<file path="config.mk">
export PLATFORM = sky130hd
export DESIGN_NAME = lane_tick_scheduler
export DESIGN_NICKNAME = d
export VERILOG_FILES = /design/src/rtl/lane_pkg.sv /design/src/rtl/rr_arbiter6.sv /design/src/rtl/lane_tick_scheduler.sv
export SDC_FILE = /design/constraint.sdc
export NUM_CORES = 1
export LEC_CHECK = 0
export CORE_MARGIN = 2
export CORE_UTILIZATION = 55
export CTS_CLUSTER_SIZE = 28
export DETAILED_ROUTE_END_ITERATION = 10
export PLACE_DENSITY = 0.76
export SETUP_SLACK_MARGIN = 0.3
export SYNTH_ARGS = -nofsm -noshare
export SYNTH_HDL_FRONTEND = slang
export SYNTH_HIERARCHICAL = 1
export SYNTH_SLANG_ARGS = --single-unit
</file>
<file path="constraint.sdc">
create_clock -name LTS_CLOCK -period 4.11 [get_ports LTS_CLOCK]
set_input_delay 0.822 -clock LTS_CLOCK [delete_from_list [all_inputs] [get_ports LTS_CLOCK]]
set_output_delay 0.822 -clock LTS_CLOCK [all_outputs]
set_load 0.005 [all_outputs]
</file>
<file path="src/rtl/lane_pkg.sv">
// Shared constants and types for the vehicle-lane tick scheduler and its arbiter.
package lane_pkg;

   localparam int NUM_LANES  = 6;
   localparam int LANE_IDX_W = 3;

   localparam logic [4*NUM_LANES-1:0] LANE_BASE_DEFAULT = 24'h742635;

   localparam logic [2:0] ESTADO_MENU    = 3'd0;
   localparam logic [2:0] ESTADO_JUGANDO = 3'd1;

   typedef enum logic [1:0] {
      ST_IDLE   = 2'd0,
      ST_RUN    = 2'd1,
      ST_FREEZE = 2'd2
   } lts_state_t;

endpackage

</file>
<file path="src/rtl/rr_arbiter6.sv">
// Combinational six-way round-robin picker: first request after i_ptr, wrapping modulo 6.
module rr_arbiter6
   import lane_pkg::*;
(
   input  logic [NUM_LANES-1:0]  i_req,
   input  logic [LANE_IDX_W-1:0] i_ptr,
   output logic [NUM_LANES-1:0]  o_gnt,
   output logic [LANE_IDX_W-1:0] o_idx
);

   logic [LANE_IDX_W-1:0] w_cand;

   // Scan farthest-first so the nearest candidate after the pointer overwrites the rest.
   always_comb begin
      o_gnt  = '0;
      o_idx  = '0;
      w_cand = '0;
      for (int k = NUM_LANES; k >= 1; k--) begin
         w_cand = LANE_IDX_W'((int'(i_ptr) + k) % NUM_LANES);
         if (i_req[w_cand]) begin
            o_idx = w_cand;
            o_gnt = NUM_LANES'(1) << w_cand;
         end
      end
   end

endmodule

</file>
<file path="src/rtl/lane_tick_scheduler.sv">
// Per-lane shift strobe scheduler: level-scaled lane periods, one grant per clock, freeze on win/loss.
// Define LANE_TICK_STEP_EN to replace the prescaler with a registered rising edge of LTS_STEP_IN.
module lane_tick_scheduler
   import lane_pkg::*;
#(
   parameter int                          DATAWIDTH_ESTADO = 3,
   parameter int                          DATAWIDTH_NV     = 2,
   parameter int                          NUM_LANES        = lane_pkg::NUM_LANES,
   parameter int                          PRESCALE_W       = 24,
   parameter int                          BASE_PERIOD      = 12500000,
   parameter logic [4*NUM_LANES-1:0]      LANE_BASE        = lane_pkg::LANE_BASE_DEFAULT,
   parameter logic [DATAWIDTH_ESTADO-1:0] ESTADO_JUEGO     = DATAWIDTH_ESTADO'(lane_pkg::ESTADO_JUGANDO),
   parameter int                          FREEZE_TICKS     = 4
) (
   input  logic                        LTS_CLOCK,
   input  logic                        LTS_RESET,
   input  logic [DATAWIDTH_ESTADO-1:0] LTS_ESTADO_IN,
   input  logic [DATAWIDTH_NV-1:0]     LTS_NV_IN,
   input  logic                        LTS_PERDIO_IN,
   input  logic                        LTS_GANO_IN,
`ifdef LANE_TICK_STEP_EN
   input  logic                        LTS_STEP_IN,
`endif
   output logic [NUM_LANES-1:0]        LTS_SHIFT_OUT,
   output logic [LANE_IDX_W-1:0]       LTS_LANE_OUT,
   output logic                        LTS_VALID_OUT,
   output logic                        LTS_RUN_OUT,
   output logic                        LTS_OVERRUN_OUT
);

   localparam int                    FCNT_W   = $clog2(FREEZE_TICKS + 1);
   localparam logic [FCNT_W-1:0]     FCNT_END = FCNT_W'(FREEZE_TICKS - 1);
   localparam logic [LANE_IDX_W-1:0] PTR_RST  = LANE_IDX_W'(NUM_LANES - 1);

   lts_state_t                  r_state, w_next;
   logic [FCNT_W-1:0]           r_fcnt;
   logic [3:0]                  r_cnt [NUM_LANES];
   logic [NUM_LANES-1:0]        r_pend;
   logic [LANE_IDX_W-1:0]       r_ptr;
   logic [NUM_LANES-1:0]        r_shift;
   logic [LANE_IDX_W-1:0]       r_lane;
   logic                        r_valid;
   logic                        r_overrun;

   logic                        w_playing, w_hit, w_tick_src, w_tick;
   logic                        w_clear, w_run_act, w_freeze_exit, w_any;
   logic [4:0]                  w_per [NUM_LANES];
   logic [NUM_LANES-1:0]        w_expire;
   logic [NUM_LANES-1:0]        w_gnt;
   logic [LANE_IDX_W-1:0]       w_gnt_idx;

   // Base levels of 2*NV shorten the period; anything that would drop below one tick pins at 1.
   function automatic logic [4:0] lane_period(input logic [3:0] base, input logic [DATAWIDTH_NV-1:0] nv);
      logic [4:0] dec;
      dec = 5'(nv) << 1;
      if ({1'b0, base} <= dec) return 5'd1;
      return {1'b0, base} - dec;
   endfunction

   assign w_playing = (LTS_ESTADO_IN == ESTADO_JUEGO);
   assign w_hit     = LTS_PERDIO_IN | LTS_GANO_IN;

`ifdef LANE_TICK_STEP_EN
   logic r_step_d, r_step_tick;

   always_ff @(posedge LTS_CLOCK or posedge LTS_RESET) begin
      if (LTS_RESET) begin
         r_step_d    <= 1'b0;
         r_step_tick <= 1'b0;
      end else begin
         r_step_d    <= LTS_STEP_IN;
         r_step_tick <= LTS_STEP_IN & ~r_step_d;
      end
   end

   assign w_tick_src = r_step_tick;
`else
   logic [PRESCALE_W-1:0] r_presc;

   always_ff @(posedge LTS_CLOCK or posedge LTS_RESET) begin
      if (LTS_RESET)                                 r_presc <= '0;
      else if (w_clear)                              r_presc <= '0;
      else if (r_presc == PRESCALE_W'(BASE_PERIOD - 1)) r_presc <= '0;
      else                                           r_presc <= r_presc + 1'b1;
   end

   assign w_tick_src = (r_presc == PRESCALE_W'(BASE_PERIOD - 1));
`endif

   assign w_tick = w_tick_src && (r_state != ST_IDLE);

   always_ff @(posedge LTS_CLOCK or posedge LTS_RESET) begin
      if (LTS_RESET) r_state <= ST_IDLE;
      else           r_state <= w_next;
   end

   always_comb begin
      w_next = r_state;
      if (!w_playing) begin
         w_next = ST_IDLE;
      end else begin
         case (r_state)
            ST_IDLE:   w_next = ST_RUN;
            ST_RUN:    if (w_hit) w_next = ST_FREEZE;
            ST_FREEZE: if (w_tick && (r_fcnt == FCNT_END)) w_next = ST_RUN;
            default:   w_next = ST_IDLE;
         endcase
      end
   end

   always_comb begin
      w_clear       = !w_playing || (r_state == ST_IDLE);
      w_run_act     = w_playing && (r_state == ST_RUN) && !w_hit;
      w_freeze_exit = w_playing && (r_state == ST_FREEZE) && w_tick && (r_fcnt == FCNT_END);
   end

   always_comb begin
      w_expire = '0;
      for (int i = 0; i < NUM_LANES; i++) begin
         w_per[i]    = lane_period(LANE_BASE[4*i +: 4], LTS_NV_IN);
         w_expire[i] = w_run_act && w_tick && ({1'b0, r_cnt[i]} >= (w_per[i] - 5'd1));
      end
   end

   rr_arbiter6 u_arb (
      .i_req (r_pend),
      .i_ptr (r_ptr),
      .o_gnt (w_gnt),
      .o_idx (w_gnt_idx)
   );

   assign w_any = |r_pend;

   always_ff @(posedge LTS_CLOCK or posedge LTS_RESET) begin
      if (LTS_RESET)                 r_fcnt <= '0;
      else if (w_next != ST_FREEZE)  r_fcnt <= '0;
      else if ((r_state == ST_FREEZE) && w_tick) r_fcnt <= r_fcnt + 1'b1;
   end

   always_ff @(posedge LTS_CLOCK or posedge LTS_RESET) begin
      if (LTS_RESET) begin
         for (int i = 0; i < NUM_LANES; i++) r_cnt[i] <= '0;
      end else if (w_clear || w_freeze_exit) begin
         for (int i = 0; i < NUM_LANES; i++) r_cnt[i] <= '0;
      end else if (w_run_act && w_tick) begin
         for (int i = 0; i < NUM_LANES; i++) r_cnt[i] <= w_expire[i] ? 4'd0 : r_cnt[i] + 4'd1;
      end
   end

   // A lane set and granted on the same edge stays pending: the new expiry is not lost.
   always_ff @(posedge LTS_CLOCK or posedge LTS_RESET) begin
      if (LTS_RESET) begin
         r_pend    <= '0;
         r_ptr     <= PTR_RST;
         r_shift   <= '0;
         r_lane    <= '0;
         r_valid   <= 1'b0;
         r_overrun <= 1'b0;
      end else begin
         r_pend  <= w_run_act ? ((r_pend & ~w_gnt) | w_expire) : '0;
         r_shift <= w_run_act ? w_gnt : '0;
         r_lane  <= (w_run_act && w_any) ? w_gnt_idx : '0;
         r_valid <= w_run_act && w_any;
         if (w_run_act && w_any) r_ptr <= w_gnt_idx;
         if (w_clear)                                      r_overrun <= 1'b0;
         else if (|(w_expire & r_pend & ~w_gnt))           r_overrun <= 1'b1;
      end
   end

   assign LTS_SHIFT_OUT   = r_shift;
   assign LTS_LANE_OUT    = r_lane;
   assign LTS_VALID_OUT   = r_valid;
   assign LTS_RUN_OUT     = (r_state == ST_RUN);
   assign LTS_OVERRUN_OUT = r_overrun;

endmodule

</file>
==> results list, run 1 <==
- Reg2Reg Launch Point: r_ptr[0]
- After layout, the design draws a total of 1.27 mW.
- The library cells used most frequently in the layout, excluding fill and tap cells, are 79 x sky130_fd_sc_hd__nor2_1, 70 x sky130_fd_sc_hd__dfrtp_1, 38 x sky130_fd_sc_hd__nand2_1, 36 x sky130_fd_sc_hd__a21oi_1, 36 x sky130_fd_sc_hd__ha_1.
- The H-tree was split into 3 levels.
- For this configuration, the core starts out at a cell density of 56.7%.
* Number of cell rows: 35
- The Yosys step of the flow raised 6 warnings.
* Max Clock Freq: 0.272 GHz
* Die Ht: 102 um
* Worst setup path category: flop to flop
- Entering global routing, the biggest net connects 37 pins.
- Routing layer with the top usage in global route: met2
- Setup repair after global routing left no endpoint under its margin.
- Register bit count reported by yosys: 73
* Routed length per placed instance: 16.2 um
* Number of CTS-inserted buffers: 9
- Hold-fix buffers, CTS: 0
* Maximum number of buffers from clock root to sink: 2
* Portion of the post-synthesis area used by sequential elements: 34.9%
- The first global-routing pass estimated 20.4 mm of wire.
- Outcome: completed
- Critical path arrival: 3.91 ns
- Synth unique cells: 85
* Mapped Cells: 593
- Final core occ: 63.5%
* Die X-Extent: 102 um
- Final hold violations: 0
- For this run, global-route usage on met2 was measured as 37.9%.
* Fin Clk Skew: 0.0185 ns
* GRT met1 Usage: 34.6%
* Final design instance area without fill: 0.00587 sq mm
* Root buffer selected by CTS: sky130_fd_sc_hd__clkbuf_8
- Across the VDD grid, the largest voltage drop is 0.172 mV.
- For the pin with the worst max-slew slack, the measured transition is 0.779 ns.
* Ports: 21
- For the finished layout, the period the worst path requires is 3.67 ns.
* Antenna Violating Nets Remaining: 0
- Die Outline Area: 0.0103 sq mm
- Antenna diode count: 0
- Adding up every negative setup slack in the final design gives 0 ns.
- Number of design-rule violations left by the first detailed-router iteration: 305
- DP Wirelength: 8.90 mm
- Setup slack after layout: 0.436 ns
- Number of placed instances, taps included: 735
* Cell Count, Final, Fillers Out: 758
- Length of the first detailed-routing pass in iterations: 5
* Type of origin of the critical path: flop
- Max Cap Violations: 0
- The via count of the first global-routing pass was 4162.
- Number of sinks handled by clock tree synthesis: 73
- In this run the cell area measured after placement is 0.00558 sq mm.
- For this run, design rule violations remaining after detail routing come to 0.
- Critical hold path startpoint: r_presc[0]
* Cell area power density: 217 mW/mm^2
* Met3 Use GR: 5.24%
- Final Wtd Congestion: 0.999
- The clock reaches the later pin of the worst-skew pair after 0.35 ns.
- Worst-case hold slack: 0.503 ns
* Total Wirelength: 12.3 mm
* Placement Setup Slack: 0.171 ns
* Critical Path RT: 4.35 ns
* Post-synthesis average cell area: 8.83 sq um
* Launching element of the worst setup path: r_ptr[0]
- The final layout contains 670 nets.
* Aggregate global-route resource usage: 24.8%
- Kind of end point of the critical path: flop
* Share of layout cells above drive strength 1: 12.2%
- In this run the worst hold path is classified as flop to flop.
- Top FF cell, synth: sky130_fd_sc_hd__dfrtp_1
* Period utilization: 89.4%
- TritonCTS built the clock tree.
* Relative max-transition margin: 48.0%
- IO buf count: 20
- Clock-pin slew of the registers on the worst-case setup and hold paths: 0.09 ns
* Leakage: 2.58 nW
* Async set-reset flop share out of synthesis: 100%
- The synthesized netlist occupies a cell area of 0.00524 sq mm.
- Routed via count divided by cell count: 5.92
- Setup-violating endpoint count in the final report: 0
- Leaving out fill and tap cells, the most frequent cell in the layout is sky130_fd_sc_hd__nor2_1.
- The region available for standard cell placement spans 0.00924 sq mm.
- The count of final max-slew check failures came to 0.
* Number of antenna violations at the first check in global routing: 0
- The synthesized design contains 0 enable-type register cells.
* Critical path peak fanout: 6
- Summed over all layers, the global routing overflow is 0.
* Synth-to-Final Area Change: 12.1%
- Via count: 4485
[cell usage after synthesis, types with 12 or more instances]
cell	instances	area (sq um)
sky130_fd_sc_hd__a21oi_1	36	180
sky130_fd_sc_hd__and2_1	12	75.1
sky130_fd_sc_hd__and3_1	13	81.3
sky130_fd_sc_hd__dfrtp_1	71	1780
sky130_fd_sc_hd__ha_1	37	463
sky130_fd_sc_hd__inv_1	29	109
sky130_fd_sc_hd__nand2_1	38	143
sky130_fd_sc_hd__nand3_1	19	95.1
sky130_fd_sc_hd__nor2_1	79	297
sky130_fd_sc_hd__nor3_1	19	95.1
sky130_fd_sc_hd__o21ai_0	26	130
sky130_fd_sc_hd__xnor2_1	14	123
sky130_fd_sc_hd__xor2_1	16	140
[worst max-delay path, stage by stage (launching register included)]
cell	delay [ns]
sky130_fd_sc_hd__dfstp_2	0.58
sky130_fd_sc_hd__ha_4	0.19
sky130_fd_sc_hd__xor2_4	0.20
sky130_fd_sc_hd__inv_2	0.09
sky130_fd_sc_hd__ha_1	0.30
sky130_fd_sc_hd__or3b_4	0.39
sky130_fd_sc_hd__a32o_2	0.25
sky130_fd_sc_hd__o21bai_1	0.19
sky130_fd_sc_hd__and4b_2	0.34
sky130_fd_sc_hd__a311oi_1	0.11
sky130_fd_sc_hd__o21ai_1	0.15
sky130_fd_sc_hd__a31o_1	0.18
sky130_fd_sc_hd__nor2b_1	0.07
sky130_fd_sc_hd__a21oi_1	0.16
sky130_fd_sc_hd__o21ai_2	0.08
sky130_fd_sc_hd__a221oi_2	0.17
sky130_fd_sc_hd__a21oi_1	0.10
[state kept, by name, summed over array words and instances, names as in the netlist]
| signal | cells |
|---|---|
| LTS_OVERRUN_OUT | 1 |
| r_cnt | 24 |
| r_pend | 6 |
| LTS_LANE_OUT | 3 |
| LTS_SHIFT_OUT | 6 |
| r_state | 2 |
| r_ptr | 3 |
| LTS_VALID_OUT | 1 |
| r_fcnt | 3 |
| r_presc | 24 |
[metal layers]
metal / vias to the layer above / routed length, um
met5: - / 0
met4: 0 / 316
met3: 31 / 674
met2: 146 / 5700
met1: 2136 / 5590
li1: 2172 / -
[power breakdown]
part | switching, mW | internal [mW] | total, mW | leakage [nW]
sequential | 0.000611 | 0.718 | 0.719 | 1.01
clock | 0.278 | 0.220 | 0.499 | 0.0827
combinational | 0.0362 | 0.0207 | 0.0570 | 1.49
total | 0.315 | 0.959 | 1.27 | 2.58
[what timing repair did]
item,4_1_cts,5_1_grt
buffers inserted,3,4
pin swaps,1,9
endpoints found under the setup margin,1,10
gates resized for setup,2,15
cloned,0,0
[worst paths after layout]
path | end | slack, ns | cells after the start
max in group asynchronous | r_pend[0] | 2.37 | 3
worst min register to register | r_presc[0] | 0.50 | 1
worst max-delay path | LTS_OVERRUN_OUT | 0.44 | 16
min in group asynchronous | LTS_VALID_OUT | 0.92 | 2
worst max register to register | LTS_OVERRUN_OUT | 0.44 | 16
worst min-delay path | r_presc[0] | 0.50 | 1
[logic make-up after synthesis]
logic type                 count (synthesis)  synth area share, %
and+or+nand+nor                          247                 25.0
AOI/OAI and AO/OA                        135                 17.7
DFF                                       73                 34.9
buffers and inverters                     54                 4.78
adders and majority gates                 37                 8.84
xor gates and xnor gates                  31                 5.33
muxes                                     15                 3.44
other                                      1               0.0716
[final cells by class]
type                       instances  area (sq um)
tap                              129           161
clock buffer                      10           128
inverter                          29           109
multi-input combinational        472          3240
timing repair buffer              39           355
clock inverter                     6          42.5
fill                             771          3370
sequential                        73          1830
Note: power is estimated with default switching activity, not from simulation.
==> run 2, diff against run 1 <==
ABC_AREA = 0   (was unset)
==> results of run 2 <==
Same layout as run 1: the final DEF is identical, and so are final timing and power.
==> run 3, diff against run 2 <==
CTS_CLUSTER_SIZE = 16   (was 28)
PLACE_DENSITY = 0.73   (was 0.76)
clock period = 3.6 ns   (was 4.11 ns; I/O delays follow)
==> run 3 against run 2 <==
  * Total power rose by 19%
  * Sequential cell count did not move
  * Clock skew fell by 0.0038 ns
  * Core utilization rose by 3.9 points
  * Die area did not move
  * Routed wire length rose by 3.2%
  * First-iteration DRC count did not move
  * Sequential power rose by 14%
  * Combinational power rose by 14%
  * Critical path depth fell by 1
  * Clock power rose by 26%
  * Critical path type unchanged
  * Critical endpoint unchanged
  * Largest power group unchanged
==> results list, run 3 (synthesis gave the netlist of run 1 again) <==
- The H-tree generated during clock tree synthesis spans 3 levels.
- The first global-routing pass estimated 21.1 mm of wire.
- Length of the first detailed-routing pass in iterations: 5
- Routed length per placed instance: 16.2 um
* Number of design-rule violations left by the first detailed-router iteration: 305
- The worst setup path is launched from a flop.
- IO buf count: 20
- The final hold violation count came to 0.
- Across every metal layer, demand over resource in global routing totals 25.8%.
- Die Outline Area: 0.0103 sq mm
- Launching element of the worst setup path: r_ptr[0]
* Time the final worst path needs with I/O delays and setup: 3.50 ns
- Setup violations remaining at the end of the flow were counted as 0.
* Reg2Reg Launch Point: r_ptr[0]
* Max Cap Violations: 0
- The worst setup path is captured at a flop.
- Area after DPL: 0.00578 sq mm
* Critical path peak fanout: 4
- Clock-pin slew of the registers on the worst-case setup and hold paths: 0.09 ns
- The core region is 0.00924 sq mm.
- Die X-Extent: 102 um
- Number of cells on the worst reg-to-reg path: 15
* Largest vdd supply drop: 0.258 mV
* Count of final max-slew check failures: 0
* Transition at the pin with the smallest max-transition slack: 0.762 ns
* Largest registers ranked by flip-flop count: r_cnt x24, r_presc x24
* Via count: 4625
- After routing the design area is 0.00623 sq mm.
- Number of CTS-inserted buffers: 9
- After detailed routing, the number of vias per cell comes to 5.90.
* Largest net degree at the start of global routing: 47
- Most used cells in the layout excluding fill and tap cells: 79 x sky130_fd_sc_hd__nor2_1, 71 x sky130_fd_sc_hd__dfrtp_1, 40 x sky130_fd_sc_hd__buf_4, 38 x sky130_fd_sc_hd__nand2_1
- Final core occ: 67.4%
- Antenna Violating Nets Remaining: 0
- The initial utilization of the core area, before any placement, comes to 56.7%.
- After clock tree synthesis, the flow added hold-fix buffers numbering 0.
- DP Wirelength: 9.08 mm
- Vias in the first global route: 4387
- Pin placement for this block handled 21 I/O pins.
- The tree is rooted in a sky130_fd_sc_hd__clkbuf_8.
* Period utilization: 97.3%
- In this run the power density over the cells is 243 mW/mm^2.
- The setup path with the least slack is of type flop to flop.
- For this design the static power due to leakage is 2.75 nW.
* Fin nets: 696
- Die Ht: 102 um
- Most common cell after layout, fill and taps aside: sky130_fd_sc_hd__nor2_1
- Outcome: completed
- At the worst endpoint, the arrival time is 3.74 ns.
- The initial antenna violation count came to 0.
- Maximum number of buffers from clock root to sink: 2
- Critical Path RT: 3.84 ns
- Clock insertion delay at the later pin of the skew report: 0.35 ns
* Share of layout cells above drive strength 1: 18.8%
* Number of cell rows: 35
* Global-route congestion overflow total: 0
* Antenna diode count: 0
* Synth-to-Final Area Change: 19.0%
- Total Wirelength: 12.7 mm
* Count of cells along the worst hold path: 1
- For this run, the top clock speed supported by timing is 0.286 GHz.
- The congestion estimate from routability-driven global placement came to 1.01.
* Unrepaired setup endpoints after global routing: yes
- Residual DRC: 0
- TritonCTS built the clock tree.
- The clock arrives with 0.0147 ns of skew.
- In this run the worst hold path is classified as flop to flop.
- Critical hold path startpoint: r_presc[0]
* Relative max-transition margin: 49.1%
- The tree built by TritonCTS fans out to 73 sinks.
-- run 3: cell types whose count changed in the layout (fill, tap and decap cells not counted), sizes merged --
cell	previous run	this run
buf	19	45
clkbuf	10	13
clkinv	3	1
inv	30	29
-- run 3: cell type report --
cell class / instances / area, sq um
Clock buffer: 13 / 169
Clock inverter: 3 / 23.8
Fill cell: 746 / 3010
Inverter: 29 / 111
Multi-Input combinational cell: 472 / 3360
Sequential cell: 73 / 1830
Tap cell: 129 / 161
Timing Repair Buffer: 65 / 574
-- run 3: layer usage --
| metal | share of wire, % | vias to the layer above | global-route usage, % |
|---|---|---|---|
| li1 | - | 2234 | - |
| met4 | 2.0 | 0 | 8.63 |
| met1 | 44 | 2213 | 35.9 |
| met3 | 6.2 | 25 | 4.14 |
| met2 | 48 | 153 | 41.1 |
| met5 | 0 | - | 0 |
-- run 3: timing repair --
action                     4_1_cts  5_1_grt
setup endpoints to repair        9       16
buffers inserted                 9        7
pin swaps                       10       25
gates resized for setup          7       26
-- run 3: worst max-delay path, stage by stage, from the launching register on --
cell	delay (ns)
sky130_fd_sc_hd__dfstp_2	0.56
sky130_fd_sc_hd__ha_4	0.15
sky130_fd_sc_hd__xor2_2	0.16
sky130_fd_sc_hd__inv_2	0.08
sky130_fd_sc_hd__ha_4	0.24
sky130_fd_sc_hd__or3b_4	0.40
sky130_fd_sc_hd__a32o_2	0.27
sky130_fd_sc_hd__o21bai_1	0.18
sky130_fd_sc_hd__and4b_2	0.31
sky130_fd_sc_hd__buf_6	0.11
sky130_fd_sc_hd__a32o_1	0.17
sky130_fd_sc_hd__a211oi_2	0.07
sky130_fd_sc_hd__o31ai_2	0.29
sky130_fd_sc_hd__nor2b_2	0.09
sky130_fd_sc_hd__a221oi_2	0.24
sky130_fd_sc_hd__a21oi_1	0.10
-- run 3: final timing paths --
kind	end	slack, ns
setup / recovery	LTS_OVERRUN_OUT	0.1
hold reg to reg	r_presc[0]	0.51
hold / removal	r_presc[0]	0.51
max in group asynchronous	r_cnt[7]	2.20
setup reg to reg	LTS_OVERRUN_OUT	0.1
min in group asynchronous	r_presc[20]	0.76
-- run 3: metrics by stage --
step / power [mW] / hold WS [ns] / setup TNS (ns) / worst slack [ns] / std cells
2_1_floorplan: 0.875 / 0.455 / -0.0237 / -0.0237 / 599
3_3_place_gp: 0.900 / 0.480 / 0 / 0.0930 / 752
3_5_place_dp: 0.902 / 0.505 / -0.0234 / -0.0234 / 752
4_1_cts: 1.53 / 0.517 / 0 / 0.106 / 777
5_1_grt: 1.57 / 0.539 / -0.0664 / -0.0664 / 784
6_report: 1.51 / 0.514 / 0 / 0.0988 / 784
-- run 3: where the power goes --
part	switching, mW	internal [mW]	leakage (nW)
Sequential	0.000724	0.820	1.01
Combinational	0.0404	0.0245	1.65
Clock	0.319	0.309	0.0919
